--- src/rtl/multicycle_sequencer_pkg.sv ---
// Shared types for the multicycle sequencer: FSM states, instruction
// classes, condition codes, NZCV bit positions and the strobe bundle.
package multicycle_sequencer_pkg;

    typedef enum logic [2:0] {
        S_FETCH     = 3'd0,
        S_DECODE    = 3'd1,
        S_EXECUTE   = 3'd2,
        S_MEMORY    = 3'd3,
        S_WRITEBACK = 3'd4,
        S_HALT      = 3'd7
    } state_e;

    typedef enum logic [2:0] {
        CLS_DP,
        CLS_LS,
        CLS_BR,
        CLS_NOP,
        CLS_HALT
    } cls_e;

    localparam logic [3:0] CC_EQ = 4'h0;
    localparam logic [3:0] CC_NE = 4'h1;
    localparam logic [3:0] CC_CS = 4'h2;
    localparam logic [3:0] CC_CC = 4'h3;
    localparam logic [3:0] CC_MI = 4'h4;
    localparam logic [3:0] CC_PL = 4'h5;
    localparam logic [3:0] CC_VS = 4'h6;
    localparam logic [3:0] CC_VC = 4'h7;
    localparam logic [3:0] CC_HI = 4'h8;
    localparam logic [3:0] CC_LS = 4'h9;
    localparam logic [3:0] CC_GE = 4'hA;
    localparam logic [3:0] CC_LT = 4'hB;
    localparam logic [3:0] CC_GT = 4'hC;
    localparam logic [3:0] CC_LE = 4'hD;
    localparam logic [3:0] CC_AL = 4'hE;
    localparam logic [3:0] CC_NV = 4'hF;

    localparam int FLAG_N = 3;
    localparam int FLAG_Z = 2;
    localparam int FLAG_C = 1;
    localparam int FLAG_V = 0;

    typedef struct packed {
        logic ir_we;
        logic pc_we;
        logic rf_we;
        logic flags_we;
        logic dmem_we;
        logic dmem_re;
        logic sel_x;
        logic halted;
    } strobe_t;

    localparam strobe_t STR_FETCH = '{ir_we: 1'b1, default: 1'b0};

    // op is instruction[27:24]
    function automatic cls_e decode_cls(input logic [3:0] op);
        cls_e c;
        c = CLS_NOP;
        unique case (1'b1)
            (op == 4'hF):       c = CLS_HALT;
            (op[3:2] == 2'b00): c = CLS_DP;
            (op[3:2] == 2'b01): c = CLS_LS;
            (op[3:2] == 2'b10): c = CLS_BR;
            default:            c = CLS_NOP;
        endcase
        return c;
    endfunction

endpackage

--- src/rtl/multicycle_sequencer_cond_check.sv ---
// Combinational condition-code evaluator: 16 standard codes against NZCV,
// with 1111 meaning never.
module cond_check
    import multicycle_sequencer_pkg::*;
(
    input  logic [3:0] cond,
    input  logic [3:0] nzcv,
    output logic       pass
);

    logic n, z, c, v;

    assign n = nzcv[FLAG_N];
    assign z = nzcv[FLAG_Z];
    assign c = nzcv[FLAG_C];
    assign v = nzcv[FLAG_V];

    always_comb begin
        pass = 1'b0;
        case (cond)
            CC_EQ:   pass = z;
            CC_NE:   pass = !z;
            CC_CS:   pass = c;
            CC_CC:   pass = !c;
            CC_MI:   pass = n;
            CC_PL:   pass = !n;
            CC_VS:   pass = v;
            CC_VC:   pass = !v;
            CC_HI:   pass = c && !z;
            CC_LS:   pass = !c || z;
            CC_GE:   pass = (n == v);
            CC_LT:   pass = (n != v);
            CC_GT:   pass = !z && (n == v);
            CC_LE:   pass = z || (n != v);
            CC_AL:   pass = 1'b1;
            default: pass = 1'b0;
        endcase
    end

endmodule

--- src/rtl/multicycle_sequencer.sv ---
// Multicycle control FSM driving datapath strobes.
// Define SEQ_PERF_CNT_EN to build the retired/cycle performance counters.
module multicycle_sequencer
    import multicycle_sequencer_pkg::*;
#(
    parameter int CNT_W = 16
) (
    input  logic             CLOCK_50,
    input  logic             reset,
    input  logic [31:0]      instruction,
    input  logic [3:0]       flags,
    input  logic             dmem_ready,
    output logic             ir_we,
    output logic             pc_we,
    output logic             rf_we,
    output logic             flags_we,
    output logic             dmem_we,
    output logic             dmem_re,
    output logic             select_X,
    output logic [2:0]       state,
    output logic             halted,
    output logic [CNT_W-1:0] retired_cnt,
    output logic [CNT_W-1:0] cycle_cnt
);

    state_e  state_q, state_d;
    cls_e    cls_q, cls_d;
    logic    b20_q, b20_d;
    strobe_t str_q, str_d;
    cls_e    dec_cls;
    logic    cond_pass;
    logic    store_done;
    logic    unused_insn;

    assign unused_insn = ^instruction[19:0];
    assign dec_cls     = decode_cls(instruction[27:24]);

    cond_check u_cond (
        .cond (instruction[31:28]),
        .nzcv (flags),
        .pass (cond_pass)
    );

    // b20 is the load bit for load/store and the S bit for data-processing
    always_comb begin
        state_d = state_q;
        cls_d   = cls_q;
        b20_d   = b20_q;
        unique case (state_q)
            S_FETCH: state_d = S_DECODE;
            S_DECODE: begin
                b20_d = instruction[20];
                if (dec_cls == CLS_HALT) begin
                    cls_d   = CLS_HALT;
                    state_d = S_HALT;
                end else begin
                    cls_d   = cond_pass ? dec_cls : CLS_NOP;
                    state_d = S_EXECUTE;
                end
            end
            S_EXECUTE: begin
                unique case (cls_q)
                    CLS_DP:  state_d = S_WRITEBACK;
                    CLS_LS:  state_d = S_MEMORY;
                    default: state_d = S_FETCH;
                endcase
            end
            S_MEMORY: begin
                if (dmem_ready)
                    state_d = b20_q ? S_WRITEBACK : S_FETCH;
            end
            S_WRITEBACK: state_d = S_FETCH;
            S_HALT:      state_d = S_HALT;
            default:     state_d = S_FETCH;
        endcase
    end

    // strobes are registered for the state being entered
    always_comb begin
        str_d = '0;
        unique case (state_d)
            S_FETCH:   str_d.ir_we = 1'b1;
            S_EXECUTE: str_d.pc_we = (cls_d != CLS_DP) && (cls_d != CLS_LS);
            S_MEMORY: begin
                str_d.dmem_re = b20_d;
                str_d.dmem_we = !b20_d;
            end
            S_WRITEBACK: begin
                str_d.rf_we    = 1'b1;
                str_d.pc_we    = 1'b1;
                str_d.flags_we = (cls_d == CLS_DP) && b20_d;
                str_d.sel_x    = (cls_d == CLS_LS);
            end
            S_HALT:  str_d.halted = 1'b1;
            default: str_d = '0;
        endcase
    end

    always_ff @(posedge CLOCK_50) begin
        if (reset) begin
            state_q <= S_FETCH;
            cls_q   <= CLS_NOP;
            b20_q   <= 1'b0;
            str_q   <= STR_FETCH;
        end else begin
            state_q <= state_d;
            cls_q   <= cls_d;
            b20_q   <= b20_d;
            str_q   <= str_d;
        end
    end

    // a store retires in the same cycle memory completes
    assign store_done = (state_q == S_MEMORY) && !b20_q && dmem_ready;

    assign ir_we    = str_q.ir_we    && !reset;
    assign pc_we    = (str_q.pc_we || store_done) && !reset;
    assign rf_we    = str_q.rf_we    && !reset;
    assign flags_we = str_q.flags_we && !reset;
    assign dmem_we  = str_q.dmem_we  && !reset;
    assign dmem_re  = str_q.dmem_re  && !reset;
    assign select_X = str_q.sel_x    && !reset;
    assign halted   = str_q.halted   && !reset;
    assign state    = state_q;

`ifdef SEQ_PERF_CNT_EN
    logic [CNT_W-1:0] ret_q, cyc_q;

    always_ff @(posedge CLOCK_50) begin
        if (reset) begin
            ret_q <= '0;
            cyc_q <= '0;
        end else begin
            if (state_q != S_HALT)
                cyc_q <= cyc_q + 1'b1;
            if (pc_we)
                ret_q <= ret_q + 1'b1;
        end
    end

    assign retired_cnt = reset ? '0 : ret_q;
    assign cycle_cnt   = reset ? '0 : cyc_q;
`else
    assign retired_cnt = '0;
    assign cycle_cnt   = '0;
`endif

endmodule

--- config.mk ---
export PLATFORM = sky130hd
export DESIGN_NAME = multicycle_sequencer
export DESIGN_NICKNAME = d
export VERILOG_FILES = /design/src/rtl/multicycle_sequencer_pkg.sv /design/src/rtl/multicycle_sequencer_cond_check.sv /design/src/rtl/multicycle_sequencer.sv
export SDC_FILE = /design/constraint.sdc
export NUM_CORES = 1
export LEC_CHECK = 0
export CORE_ASPECT_RATIO = 1.2
export CORE_MARGIN = 1
export CORE_UTILIZATION = 37
export DETAILED_ROUTE_END_ITERATION = 12
export GPL_TIMING_DRIVEN = 0
export HOLD_SLACK_MARGIN = 0.15
export PLACE_DENSITY = 0.8
export SLEW_MARGIN = 30
export SYNTH_ARGS = -nofsm -noshare
export SYNTH_HDL_FRONTEND = slang
export SYNTH_SLANG_ARGS = --single-unit
--- constraint.sdc ---
create_clock -name CLOCK_50 -period 1.9 [get_ports CLOCK_50]
set_input_delay 0.19 -clock CLOCK_50 [delete_from_list [all_inputs] [get_ports CLOCK_50]]
set_output_delay 0.19 -clock CLOCK_50 [all_outputs]
set_load 0.01 [all_outputs]
# Word-level counts from Yosys, hierarchy flattened
# Cells that the tools add are included.
# classes
eq_ne,31
mux,15
n_reduce_logical,33
n_bitwise,2
# ops
op,n
"4-bit == test, second input constant",8
3-bit two-way mux,6
"4-bit by 3-bit == test with 1-bit output, second input constant",4
1-bit one-hot mux with 15 select lines,1
3-bit one-hot mux with 5 select lines,1
1-bit logical AND,14
"3-bit by 2-bit == test with 1-bit output, second input constant",4
"3-bit == test, second input constant",4
3-bit logical NOT,4
3-bit one-hot mux with 4 select lines,1
"3-bit by 1-bit == test with 1-bit output, second input constant",3
"4-bit by 2-bit == test with 1-bit output, second input constant",2
1-bit logical NOT,7
3-bit one-hot mux with 2 select lines,1
"4-bit by 1-bit == test with 1-bit output, second input constant",1
4-bit logical NOT,1
2-bit OR reduction,2
1-bit logical OR,3
1-bit two-way mux,3
"3-bit by 1-bit != test with 1-bit output, second input constant",1
3-bit nonzero test,1
"2-bit by 1-bit == test with 1-bit output, second input constant",1
"2-bit == test, second input constant",1
2-bit logical NOT,1
other kinds (5),6
# totals
ff_bits,15
wordCells,92

# Logic depth before layout (Yosys ltp)
# Gate-level depths: netlist of the first run.
# depth
ltp_word,9
mapped_depth,7
mapped_depth_nobuf,7

# Hierarchy
# From an unflattened synthesis of the first run, not the netlist that was laid out.
# unflattened
hier_cells,152
hier_area_um2,1247.4
# modules_own_cells
mod,area_per_inst_um2,seq_area_each_um2,cells_per_inst,instances
multicycle_sequencer,1053.5,300.3,124,1
cond_check,193.9,0.0,28,1

# Least setup slack after synthesis of the first run
# Ideal clock, no wire load.
# synth_timing
kind,reg-to-reg
startpoint,"register state_q[0], in the netlist state[0]"
endpoint,register cls_q[1]
setup_slack_ps,381
setup_time_ps,134
period_less_slack_ps,1519
path_buffers,1
t_arrival_ps,1386
path_stages_with_launch,6
path_cell_list,dfxtp_1 > buf_6 > nor3b_4 > nor2b_1 > a2111oi_0 > a21oi_1
# synth_between
elab_chain_cells,2
# synth_lines
element,line_no,text
start: declaration,multicycle_sequencer.sv:26,"state_e state_q, state_d;"
start signal: assignment,multicycle_sequencer.sv:106,state_q <= state_d;
3-bit by 1-bit == test with 1-bit output,multicycle_sequencer.sv:49,unique case (state_q)
3-bit two-way mux,multicycle_sequencer.sv:49,
end signal: assignment,multicycle_sequencer.sv:107,cls_q <= cls_d;
end: declaration,multicycle_sequencer.sv:27,"cls_e cls_q, cls_d;"
# Every way passes these cells.
# A chain may end at the register's enable or synchronous reset.

# Worst setup path in the final report of the first run
# layout_timing
startpoint,input port instruction[26]
endpoint,register str_q[4] in the netlist's numbering
# layout_between
elab_chain_cells,8
word_cells_on_any_way,16
# layout_lines
element,line_no,text
start: declaration,multicycle_sequencer.sv:10,"input logic [31:0] instruction,"
"4-bit == test, or another cell as far along",multicycle_sequencer_pkg.sv:62,(op == 4'hF): c = CLS_HALT;
3-bit one-hot mux with 4 select lines (*),multicycle_sequencer_pkg.sv:61,unique case (1'b1)
3-bit == test,multicycle_sequencer.sv:53,if (dec_cls == CLS_HALT) begin
3-bit two-way mux,multicycle_sequencer.sv:53,
3-bit one-hot mux with 5 select lines,multicycle_sequencer.sv:49,
3-bit == test,multicycle_sequencer.sv:81,unique case (state_d)
1-bit inverter (no line),-,
2-bit OR reduction (no line),-,
end signal: assignment,multicycle_sequencer.sv:109,str_q <= str_d;
end: declaration,multicycle_sequencer.sv:29,"strobe_t str_q, str_d;"
# Mark *: on every way between the ends. The rest lies on a longest branch, timed or not.

==> flow_summary.yaml, run 1 <==
die:
  initial_core_util: 0.3913
  dieArea_sq_um: 3836
  die_x_microns: 56.71
  pin_count: 82
  rows: 23
  core_area_sq_um: 3396
  die_y_microns: 67.65
yosys:
  synth_ff_type: "dfxtp_1"
  synth_top_area_frac: 0.2260
  synth_compound_area_frac: 0.1620
  synth.largest_area_cell: "dfxtp_1"
  synthArstFlopShare: 0
  synth_area_leaders: "dfxtp_1 23%, buf_4 19%, nor2b_1 5.6%"
  synth_area_sq_um: 1329
  synthSimpleGateAreaFrac: 0.3079
  yosysUniqueCellTypes: 45
  synth_top_family_by_area: "simple AND/OR/NAND/NOR gates"
  synth_edf_count: 0
  synthXorXnorAreaFrac: 0.02637
  synth_fa_ha_area_frac: 0.03766
  ys_ff_latch: 15
  synth_warnings: 0
  yosysSeqAreaShare: 0.2260
  synth_cells: 162
  syn_area_per_cell_sq_um: 8.202
  muxShareOfSynthArea: 0.007533
routing:
  dr.pass1.iters: 8
  vias: 1172
  drtIter0Drc: 33
  ant_nets: 0
  vias_per_cell: 4.543
  remaining_drc_errors: 12
  post_drt_wl_per_cell_microns: 9.477
  wl_microns: 2445
setup_path:
  cp.required_ns: 2.08
  start_kind: "primary input"
  critPathMaxFanout: 5
  path_class: "primary input to flop"
  cp-end-kind: "flop"
  critical_path_arrival_ns: 1.85
clock_network:
  post_cts_buffers: 0
  clockRootBuffer: "clkbuf_8"
  htree_levels: 1
  clock_latency_ns: 0.25
  cts_tree: "done"
  cts_buffers: 3
  clock_sinks: 15
  path_clk_slew_ns: 0.06
  hold_buffers: 0
  cts_buffer_depth: 2
sta:
  setup_ws_ns: 0.2257
  slew_violations: 0
  max_freq_mhz: 597.3
  grt_setup_unrepaired: "false"
  finalHoldViolCount: 0
  clock_skew_ns: 0.001645
  fin_setup_tns_ns: 0
  period_share: 0.8812
  setup_violations: 0
  whs_ns: 0.4046
  finalCriticalPeriod_ns: 1.674
pwr:
  leakage_nw: 0.8397
  peakVddDrop_mv: 0.2007
  power_density_nw_per_um2: 544.5
  finalPower_uw: 975.6
final_layout:
  stdcell_count: 258
  syn2layout_area_growth_pct: 34.84
  final_nets: 265
  drive_gt1_frac: 0.2443
  n_antenna_cell: 0
hold_path:
  hold_path_class: "primary input to flop"
place:
  port_buffers: 24
  placed_cells: 254
  gp_congestion: 0.8388
  dp.final_hpwl_microns: 1990
  place_ws_ns: -0.1113
status:
  violations: "DRC"
  status: "finished with violations"
grt:
  first_global_vias: 982
  grt_util_all_layers: 0.1321
  grt_pass1_wl_microns: 4084
  grt_overflow: 0
  grt_max_degree: 11
  antenna_found_initial: 0
run:
  cap_violations: 0
==> flip-flops by register name, indices dropped and copies added, names as in the netlist <==
register / cells
state: 3
cls_q: 3
str_q: 8
b20_q: 1
==> per-layer routing <==
layer / track usage / wire length, microns / vias up
met5: 0 / 0 / -
met2: 0.2440 / 1190 / 40
li1: - / - / 621
met4: 0.06563 / 59 / 0
met3: 0.005747 / 114 / 7
met1: 0.1565 / 1080 / 504
==> through the flow <==
stage,instance area [sq um],utilization
after detailed placement,1732,0.5099
final,1792,0.5276
after global placement,1732,0.5099
after floorplan,1445,-
after global routing,1792,0.5276
after CTS,1780,0.5243
==> worst paths after layout <==
| check | start | to | slack (ns) | cells after the start |
|---|---|---|---|---|
| worst max-delay path | instruction[26] | str_q[4] | 0.23 | 8 |
| worst min register to register | cls_q[1] | str_q[4] | 0.58 | 3 |
| worst min-delay path | reset | state[1] | 0.40 | 2 |
| worst max register to register | state[0] | cls_q[1] | 0.27 | 5 |
==> logic make-up after synthesis <==
family                     Yosys count
AOI/OAI and AO/OA                   25
xor gates and xnor gates             4
adders and majority gates            4
buffers and inverters               43
DFF                                 15
muxes                                1
other                                1
and+or+nand+nor                     69
==> placed cells by master (no fill, tap or decap), drive strengths merged, types with 2 or more instances in the layout <==
master          n
and3            4
o31ai           3
conb           32
clkdlybuf4s50  23
o21ai           3
a2111oi         2
a21oi           5
nor2           17
inv             4
nand2          10
nor3            7
nor4bb          2
buf            37
xnor2           4
nand4           2
o32ai           2
dfxtp          15
ha              4
nor3b           3
nand2b          3
clkbuf          5
nand3           5
nor2b          12
==> worst max-delay path, cell delays in order <==
cell	delay [ns]
clkdlybuf4s50_1	0.51
inv_1	0.07
ha_1	0.26
nor2_2	0.21
nand3_4	0.11
a31oi_4	0.24
nand2_4	0.10
nor3_2	0.16
==> power breakdown <==
part	leakage (nW)	switching [mW]	total [mW]	internal (mW)
clock network	0.0255	0.110	0.255	0.145
logic	0.692	0.184	0.362	0.178
registers	0.123	0.0156	0.358	0.343
total	0.840	0.310	0.976	0.666
==> Yosys cell counts, drive strengths merged (2+ instances only) <==
library cell,n
nand2b,3
nor3b,3
nand4,2
buf,37
inv,4
xnor2,4
a21oi,5
o21ai,3
o32ai,2
nor4bb,2
nand2,10
o31ai,3
nor3,7
nand3,5
clkbuf,2
dfxtp,15
nor2,17
and3,4
a2111oi,2
ha,4
nor2b,12
==> cell type report <==
class                   instances  area, sq um
flip-flops and latches         15        300.3
clock buffers                   3        41.29
multi-input cells             135        849.6
fillers                       356         1604
repair buffers                 24        242.7
well taps                      37        46.29
clock inverters                 1        5.005
plain buffers                  39        291.5
inverters                       4        15.01
==> what timing repair did <==
action / 4_1_cts / 5_1_grt
resized for setup: 1 / 5
pin swaps: 0 / 0
setup endpoints to repair: 1 / 3
Note: power is estimated with default switching activity, not from simulation.
==> run 2: changes to the inputs <==
CELL_PAD_IN_SITES_DETAIL_PLACEMENT = 0   (was unset)
CELL_PAD_IN_SITES_GLOBAL_PLACEMENT = 1   (was unset)
CORE_UTILIZATION = 25   (was 37)
PLACE_DENSITY = unset   (was 0.8)
PLACE_DENSITY_LB_ADDON = 0.1   (was unset)
==> flow_summary.yaml, run 2 (synthesis results as in run 1) <==
pwr:
  p_sw_frac: 0.3176
  finalPower_uw: 975.5
  peakVddDrop_mv: 0.2000
  p_seq_frac: 0.367
  power_density_nw_per_um2: 535.9
  p_comb_frac: 0.376
  internal_power_uw: 665.7
  leakage_nw: 0.8397
  power.share.clock: 0.258
  switchingPower_uw: 309.8
final_layout:
  syn2layout_area_growth_pct: 37.01
  final_cell_mix: "34 x buf_4, 32 x conb_1, 23 x clkdlybuf4s50_1"
  drive_gt1_frac: 0.2443
  fillers: 543
  n_antenna_cell: 0
  stdcell_count: 281
  final_nets: 265
  largest_reg_flops: 8
  final_common_cell: "buf_4"
  largest_register: "str_q"
clock_network:
  htree_levels: 1
  post_cts_buffers: 0
  cts_buffer_depth: 2
  cts_buffers: 3
  path_clk_slew_ns: 0.06
  clockRootBuffer: "clkbuf_8"
  clock_sinks: 15
  clock_latency_ns: 0.24
  hold_buffers: 0
  cts_tree: "done"
die:
  initial_core_util: 0.2652
  pin_count: 82
  dieArea_sq_um: 5612
  die_y_microns: 81.86
  core_area_sq_um: 5010
  die_x_microns: 68.55
  rows: 28
routing:
  vias: 1165
  remaining_drc_errors: 0
  drtIter0Drc: 54
  ant_nets: 0
  vias_per_cell: 4.146
  post_drt_wl_per_cell_microns: 10.25
  dr.pass1.iters: 4
  wl_microns: 2880
sta:
  finalCriticalPeriod_ns: 1.763
  clock_skew_ns: 0.0008900
  slew_violations: 0
  fin_setup_tns_ns: 0
  grt_setup_unrepaired: "false"
  setup_ws_ns: 0.1372
  setup_violations: 0
  whs_ns: 0.4052
  finalHoldViolCount: 0
  period_share: 0.9278
  max_freq_mhz: 567.3
setup_path:
  cp-end-kind: "flop"
  start_kind: "primary input"
  critPathMaxFanout: 10
  cp.required_ns: 2.03
  path_class: "primary input to flop"
  critical_path_arrival_ns: 1.89
place:
  placed_cells: 277
  place_ws_ns: -0.1693
  port_buffers: 24
  dp.final_hpwl_microns: 2355
  gp_congestion: 0.7719
grt:
  grt_overflow: 0
  grt_max_degree: 11
  grt_pass1_wl_microns: 4616
  first_global_vias: 1042
  grt_util_all_layers: 0.1081
  antenna_found_initial: 0
hold_path:
  hold_path_class: "primary input to flop"
status:
  status: "finished, final reports clean"
run:
  cap_violations: 0
==> run 2: cell counts in the layout (fill, tap and decap cells not counted) <==
Identical to the previous run, type by type.
==> run 2: power groups by stage <==
stage,combinational (mW),sequential (mW),clock (mW)
after floorplan,0.262,0.365,0
after global placement,0.358,0.366,0
after detailed placement,0.363,0.365,0
after CTS,0.364,0.358,0.259
after global routing,0.406,0.362,0.277
final,0.366,0.358,0.251
==> run 2: per-stage QoR <==
stage | cell area [sq um] | utilization
global placement | 1760 | 0.3514
CTS | 1809 | 0.3611
floorplan | 1445 | -
global route | 1821 | 0.3634
finish | 1821 | 0.3634
detailed placement | 1760 | 0.3514
==> run 2: cell type report <==
type                            instances  area, sq um  area share
Inverter                                4        15.01    0.008247
Buffer                                 39        291.5      0.1601
Sequential cell                        15        300.3      0.1649
Multi-Input combinational cell        135        849.6      0.4667
Timing Repair Buffer                   24        242.7      0.1333
Clock buffer                            3        41.29     0.02268
Tap cell                               60        75.07     0.04124
Clock inverter                          1        5.005    0.002749
==> run 2: worst paths after layout <==
kind / cells past startpoint / to / start / slack [ns]
setup / recovery: 7 / str_q[6] / instruction[28] / 0.14
hold / removal: 2 / state[1] / reset / 0.41
setup reg to reg: 6 / str_q[6] / state[0] / 0.22
hold reg to reg: 3 / str_q[4] / cls_q[2] / 0.54
==> run 2: repair_timing <==
item / 4_1_cts / 5_1_grt
gates resized for setup: 1 / 5
setup endpoints to repair: 1 / 7
pin swaps: 0 / 0
==> run 2: worst max-delay path: stages <==
cell             delay (ns)
clkdlybuf4s50_1        0.56
buf_4                  0.20
nor4bb_1               0.33
nor3_1                 0.11
a31o_2                 0.25
nand3_1                0.14
a22oi_2                0.10
==> run 2: per-layer routing <==
metal	GRT usage	wire length (microns)	vias up
met5	0	0	-
met4	0.03750	19	0
met3	0.01667	128	2
met2	0.2029	1542	32
met1	0.1191	1189	517
li1	-	-	614
==> run 3: changes to the inputs <==
CORE_UTILIZATION = 23   (was 25)
clock period = 1.6 ns   (was 1.9 ns; I/O delays follow)
==> flow_summary.yaml, run 3 (synthesis results as in run 1) <==
status:
  status: "finished with violations"
  violations: "DRC"
die:
  die_x_microns: 71.39
  rows: 29
  dieArea_sq_um: 6086
  die_y_microns: 85.26
  pin_count: 82
  initial_core_util: 0.2441
  core_area_sq_um: 5443
final_layout:
  largest_reg_flops: 8
  seqCellArea_sq_um: 300.3
  final_nets: 272
  drive_gt1_frac: 0.3202
  n_antenna_cell: 0
  final_cell_mix: "40 x buf_4, 32 x conb_1, 17 x clkdlybuf4s50_1"
  multi_input_area_sq_um: 910.9
  fillers: 593
  syn2layout_area_growth_pct: 46.14
  largest_register: "str_q"
  final_common_cell: "buf_4"
sta:
  setup_ws_ns: 0.09000
  slew_violations: 0
  max_freq_mhz: 662.3
  finalHoldViolCount: 0
  period_share: 0.9437
  clock_skew_ns: 0.0004187
  grt_setup_unrepaired: "false"
  setup_violations: 0
  finalCriticalPeriod_ns: 1.510
place:
  gp_congestion: 0.7534
  dp.final_hpwl_microns: 2410
  place_ws_ns: -0.4660
  port_buffers: 24
pwr:
  p_sw_frac: 0.3254
  power.share.clock: 0.248
  finalPower_mw: 1.229
  p_seq_frac: 0.347
  p_comb_frac: 0.405
  leakage_nw: 0.9059
  peakVddDrop_mv: 0.2138
  switchingPower_uw: 399.9
  power_density_nw_per_um2: 632.8
  internal_power_uw: 829.0
grt:
  grt_util_all_layers: 0.09736
  grt_overflow: 0
  antenna_found_initial: 0
  grt_pass1_wl_microns: 4733
  grt_max_degree: 11
  first_global_vias: 1086
setup_path:
  start_kind: "flop"
  critical_path_arrival_ns: 1.65
  reg2reg_from: "cls_q[0]"
  cp-end-kind: "flop"
  cp-startpoint: "cls_q[0]"
  r2r_setup_slack_ns: 0.09
  cp.required_ns: 1.74
  critPathMaxFanout: 4
  path_class: "flop to flop"
routing:
  wl_microns: 3023
  vias_per_cell: 4.183
  drtIter0Drc: 20
  remaining_drc_errors: 3
  post_drt_wl_per_cell_microns: 10.42
  dr.pass1.iters: 8
  ant_nets: 0
  vias: 1213
run:
  cap_violations: 0
clock_network:
  hold_buffers: 0
  path_clk_slew_ns: 0.06
  clock_sinks: 15
  cts_buffers: 3
  htree_levels: 1
  clock_latency_ns: 0.24
  cts_buffer_depth: 2
  cts_tree: "done"
  clockRootBuffer: "clkbuf_8"
hold_path:
  min_from: "reset"
  hold_path_class: "primary input to flop"
-- run 3: cell count changes in the layout (fill, tap and decap cells not counted), sizes merged --
cell           previous run  this run
buf                      37        45
dlymetal6s2s              1         4
dlygate4sd2               0         2
clkdlybuf4s50            23        17
-- run 3: final cells by class --
type / count / area share
tap: 62 / 0.03995
multi-input combinational: 135 / 0.4691
sequential: 15 / 0.1546
inverter: 4 / 0.007732
clock inverter: 1 / 0.002577
buffer: 39 / 0.1508
timing repair buffer: 31 / 0.1540
clock buffer: 3 / 0.02126
-- run 3: through the flow --
stage / TNS [ns] / area [sq um] / hold slack, ns / util / std cells
after CTS: 0 / 1867 / 0.2760 / 0.3430 / 288
after global routing: 0 / 1942 / 0.3262 / 0.3568 / 290
final: 0 / 1942 / 0.3010 / 0.3568 / 290
after floorplan: 0 / 1445 / 0.3783 / - / 193
after detailed placement: -5.497 / 1763 / 0.5377 / 0.3239 / 279
after global placement: -5.042 / 1763 / 0.5396 / 0.3239 / 279
-- run 3: worst paths after layout --
kind                    to  cells after the start
setup / recovery  str_q[7]                      5
hold / removal    state[0]                      2
setup reg to reg  str_q[7]                      5
hold reg to reg   str_q[4]                      3
-- run 3: timing repair --
action                     in CTS  in global routing
cloned                          0                  0
resized for setup              11                 19
hold endpoints to repair        0                  0
pin swaps                       1                  1
buffers inserted                5                  2
setup endpoints to repair      19                  9
-- run 3: routing by layer --
metal  vias to the layer above  GRT usage  share of wire  wire [microns]
li1                        630          -              -               -
met1                       559    0.09691           0.39            1194
met2                        22     0.1983           0.57            1711
met3                         2    0.01188          0.033              99
met4                         0    0.03818         0.0060              18
met5                         -          0              0               0
-- run 3: power groups by stage --
stage	combinational [mW]	sequential [mW]	clock, mW
floorplan	0.311	0.433	0
global placement	0.428	0.435	0
detailed placement	0.430	0.435	0
CTS	0.460	0.427	0.316
global route	0.543	0.430	0.325
finish	0.498	0.426	0.305
-- run 3: critical path: stages, from the launching register on --
cell	delay [ns]
dfxtp_1	0.36
or3b_1	0.43
o32ai_2	0.28
nor2_1	0.13
nor2_1	0.14
nor3_1	0.06
